<file path="config.mk">
export PLATFORM = sky130hd
export DESIGN_NAME = regfile_write_arbiter
export DESIGN_NICKNAME = d
export VERILOG_FILES = /design/src/rtl/regfile_write_arbiter.sv
export SDC_FILE = /design/constraint.sdc
export NUM_CORES = 1
export LEC_CHECK = 0
export ABC_CLOCK_PERIOD_IN_PS = 3600
export CAP_MARGIN = 20
export CORE_MARGIN = 2
export CORE_UTILIZATION = 55
export CTS_CLUSTER_DIAMETER = 100
export DETAILED_ROUTE_END_ITERATION = 12
export DONT_BUFFER_PORTS = 1
export PLACE_DENSITY = 0.79
export SYNTH_ARGS = -nofsm -noshare
export SYNTH_HDL_FRONTEND = slang
export SYNTH_SLANG_ARGS = --single-unit
</file>
<file path="constraint.sdc">
create_clock -name clk -period 3.6 [get_ports clk]
set_input_delay 0.72 -clock clk [delete_from_list [all_inputs] [get_ports clk]]
set_output_delay 0.72 -clock clk [all_outputs]
set_load 0.1 [all_outputs]
</file>
<file path="src/rtl/regfile_write_arbiter.sv">
// Round-robin arbiter sharing the register-file write port between the ALU (A)
// and load (B) writeback paths; the winning write is registered and issued one cycle later.
module regfile_write_arbiter #(
  parameter int NUM_REGS    = 32,
  parameter int ADDR_W      = 5,
  parameter int DATA_W      = 32,
  parameter bit R0_READONLY = 1'b1
) (
  input  logic                clk,
  input  logic                rst,
  input  logic                a_valid,
  input  logic [ADDR_W-1:0]   a_addr,
  input  logic [DATA_W-1:0]   a_data,
  output logic                a_ready,
  input  logic                b_valid,
  input  logic [ADDR_W-1:0]   b_addr,
  input  logic [DATA_W-1:0]   b_data,
  output logic                b_ready,
  input  logic                hold,
  output logic [NUM_REGS-1:0] we,
  output logic [DATA_W-1:0]   wdata,
  output logic                last_a
);

  typedef enum logic {IDLE = 1'b0, ISSUE = 1'b1} state_t;

  state_t              state_r, state_s;
  logic [NUM_REGS-1:0] we_r, we_s;
  logic [DATA_W-1:0]   wdata_r, wdata_s;
  logic                last_a_r, last_a_s;
  logic                grant_a_s, grant_b_s;
  logic [ADDR_W-1:0]   win_addr_s;
  logic [DATA_W-1:0]   win_data_s;

  // Grant decision: the requester not served last wins a tie
  always_comb begin
    grant_a_s = 1'b0;
    grant_b_s = 1'b0;
    if (!hold) begin
      grant_a_s = a_valid & (!b_valid | !last_a_r);
      grant_b_s = b_valid & (!a_valid |  last_a_r);
    end else begin
      grant_a_s = 1'b0;
      grant_b_s = 1'b0;
    end
  end

  assign a_ready = grant_a_s;
  assign b_ready = grant_b_s;

  // Next-state and staged-write computation
  always_comb begin
    state_s    = state_r;
    we_s       = {NUM_REGS{1'b0}};
    wdata_s    = wdata_r;
    last_a_s   = last_a_r;
    win_addr_s = grant_a_s ? a_addr : b_addr;
    win_data_s = grant_a_s ? a_data : b_data;
    case (state_r)
      IDLE, ISSUE: begin
        if (grant_a_s || grant_b_s) begin
          state_s  = ISSUE;
          wdata_s  = win_data_s;
          last_a_s = grant_a_s;
          // A write to r0 still consumes the grant but never reaches the file
          if (!(R0_READONLY && (win_addr_s == {ADDR_W{1'b0}}))) begin
            we_s[win_addr_s] = 1'b1;
          end else begin
            we_s = {NUM_REGS{1'b0}};
          end
        end else begin
          state_s = IDLE;
        end
      end
      default: begin
        state_s = IDLE;
      end
    endcase
  end

  // State and output registers
  always_ff @(posedge clk) begin
    if (rst) begin
      state_r  <= IDLE;
      we_r     <= {NUM_REGS{1'b0}};
      wdata_r  <= {DATA_W{1'b0}};
      last_a_r <= 1'b0;
    end else begin
      state_r  <= state_s;
      we_r     <= we_s;
      wdata_r  <= wdata_s;
      last_a_r <= last_a_s;
    end
  end

  assign we     = we_r;
  assign wdata  = wdata_r;
  assign last_a = last_a_r;

endmodule
</file>
==> metrics <==
# port buffers=0; CTS H-tree lvls=3; Synth cell types=25; Die ar.=0.00508 sq mm; Setup Skew=0.00567 ns; Num Clock Sinks=65; Tcrit/Tclk final=73.8%; DR vias/cell=6.55; synthesized flop and latch total=65; final worst path period need=2.66 ns; dpl hpwl=about 4 mm; Post CTS Setup Buffer Count=0; Area Growth Syn to Fin=11.7%; Setup crit start kind=flip-flop; worst endpoint required time=2.88 ns; syn_nets=312; FMAX=376 MHz; max_cap viols=0; Crit-path slowest cell=clkinv_1; # hold bufs at CTS=0; Critical Path AT=1.94 ns; fin. max-slew vios=0; switching share of total power=~32%; Max IR drop VDD=~0.35 mV; Gate Count Post-Synth=233; critical path cell sequence=buf_4 > a21boi_2 > nand2_2 > clkinv_1; crit-path max cell delay=0.79 ns; largest net degree at the start of global routing=38; n_diodes=0; setup slack after layout=0.942 ns; Worst Tran Pin Value=1.03 ns; post-synth top area share=a little over half; Reg power frac=54.9%; CTS tree=yes; setup violators final=0; CTS resizes=0; status=completed; critical path type=reg2out; RSZ-0062 raised after global routing=no; leak pwr=1.09 nW; final wirelength=5.76 mm; Critical Path End Type=output pin; clock power share=38.1%; cts bufs inserted=9; Gate power share=7.1%; synth warn=0; DRT iter0 DRCs=180; Antenna Nets Post-Route=0; core footprint=0.00435 sq mm; post-synthesis sequential area ratio=roughly 52%; GR Overflow Total=0; Power Density=between 600 and 700 mW/mm^2; final hold violations=0; delay-heaviest family, CP=buffers and inverters; # rows=24; Remaining DRCs=0; RD Place Congestion=0.984; DP Worst Slack=1.07 ns; Slew headroom=31.0%; vias=1,925; CP bufs+invs=2; Worst-path clk slew=0.07 ns; syn_area_per_cell=~11 sq um; Boundary Pins=146; Area contributors post-synth=dfxtp_1 (52%), mux2i_1 (13%), o2bb2ai_1 (11%), o22ai_1 (6.8%), nand3_1 (2.2%); DR pass1 iterations=4; wire length of the first global-routing pass=8.83 mm; Layout Nets=316; Clock Latency Late Sink=0.32 ns; Synth Cell Area=0.00249 sq mm; cell-internal power=approximately 1.2 mW; CTS max path bufs=2; NetSw=approximately 560 uW; initial antenna violation count=0; share of layout cells above drive strength 1=11.2%; crit path max fanout=9; gr usage total=~22%; vias in the first global route=1,801; die width=71.3 um; Routed WL per cell=19.6 um; Total Neg Setup Slack=0 ns; Root Driver=clkbuf_8; leading area contributor after synthesis=dfxtp_1; Starting Density=57.1%; Die Ht=71.3 um; hold crit path type=in2reg
per-stage QoR:
stage | hold slack (ns) | total power, mW | util (%) | area (sq um) | cells
2_1_floorplan | 0.792 | 1.07 | - | 2490 | 233
3_3_place_gp | 0.756 | 1.09 | 58.1 | 2530 | 277
6_report | 0.459 | 1.74 | 63.8 | 2780 | 294
3_5_place_dp | 0.785 | 1.09 | 58.1 | 2530 | 277
4_1_cts | 0.444 | 1.75 | 63.2 | 2750 | 293
5_1_grt | 0.447 | 1.81 | 63.8 | 2780 | 294
power by group through the flow:
stage                     combinational (mW)  clock, mW  sequential, mW
after floorplan                       0.0959          0           0.973
after global placement                 0.116          0           0.972
after detailed placement               0.119          0           0.972
after CTS                              0.119      0.674           0.957
after global routing                   0.133      0.715           0.959
final                                  0.123      0.663           0.957
metal layers:
layer	global-route usage [%]	wire length, um	vias up
met4	12.2	112	0
met1	26.1	2160	875
li1	-	-	901
met5	0	0	-
met2	34.4	2800	135
met3	8.44	687	14
cell usage after synthesis (all sizes together):
| cell type | n |
|---|---|
| o22ai | 27 |
| a21boi | 1 |
| nand3 | 11 |
| nand4b | 1 |
| mux2i | 32 |
| or3 | 2 |
| nand3b | 6 |
| conb | 1 |
| nand2b | 1 |
| o2bb2ai | 32 |
| clkinv | 1 |
| clkbuf | 6 |
| buf | 6 |
| or4 | 1 |
| nand4 | 3 |
| nand2 | 11 |
| o32ai | 4 |
| nor2 | 10 |
| nor2b | 4 |
| inv | 4 |
| dfxtp | 65 |
| nor3 | 1 |
| a21oi | 3 |
cells in the final DEF (no fill, tap or decap), drive strengths merged, types with 2 or more instances in the layout:
| master | instances |
|---|---|
| nor2 | 10 |
| clkbuf | 9 |
| nand3b | 6 |
| inv | 4 |
| mux2i | 32 |
| o22ai | 27 |
| bufinv | 2 |
| buf | 5 |
| nand3 | 11 |
| nand2 | 11 |
| a21oi | 3 |
| o2bb2ai | 32 |
| or3 | 2 |
| nand4 | 3 |
| dfxtp | 65 |
| o32ai | 4 |
| nor2b | 4 |
| clkinv | 5 |
kinds of logic after synthesis:
group	Yosys count	share of synthesized area (%)
and+or+nand+nor	51	11.0
AOI/OAI and AO/OA	67	20.5
muxes	32	12.9
DFF	65	52.3
buffers and inverters	17	3.17
other	1	0.151
state kept, by name, summed over array words and instances (netlist names):
register and count:
wdata 32, we 32, last_a 1
layout make-up:
class	count	area (sq um)
Clock buffer	9	124
Clock inverter	7	95.1
Fill cell	367	1580
Inverter	5	18.8
Multi-Input combinational cell	151	1120
Sequential cell	65	1300
Tap cell	52	65.1
Timing Repair Buffer	5	57.6
worst paths after layout:
kind | start | end | slack [ns] | cells after the start
min reg2reg | last_a | last_a | 0.80 | 3
max | last_a | a_ready | 0.94 | 4
max reg2reg | last_a | we[13] | 1.19 | 6
min | rst | last_a | 0.46 | 1
worst reg2reg max path, delay by kind of cell, from the launching register on:
family          cells  cell delay (ns)
buf+inv             2             1.10
simple gates        2             0.65
flops               1             0.31
compound gates      2             0.23
No activity file was read; power rests on OpenSTA's default activity.
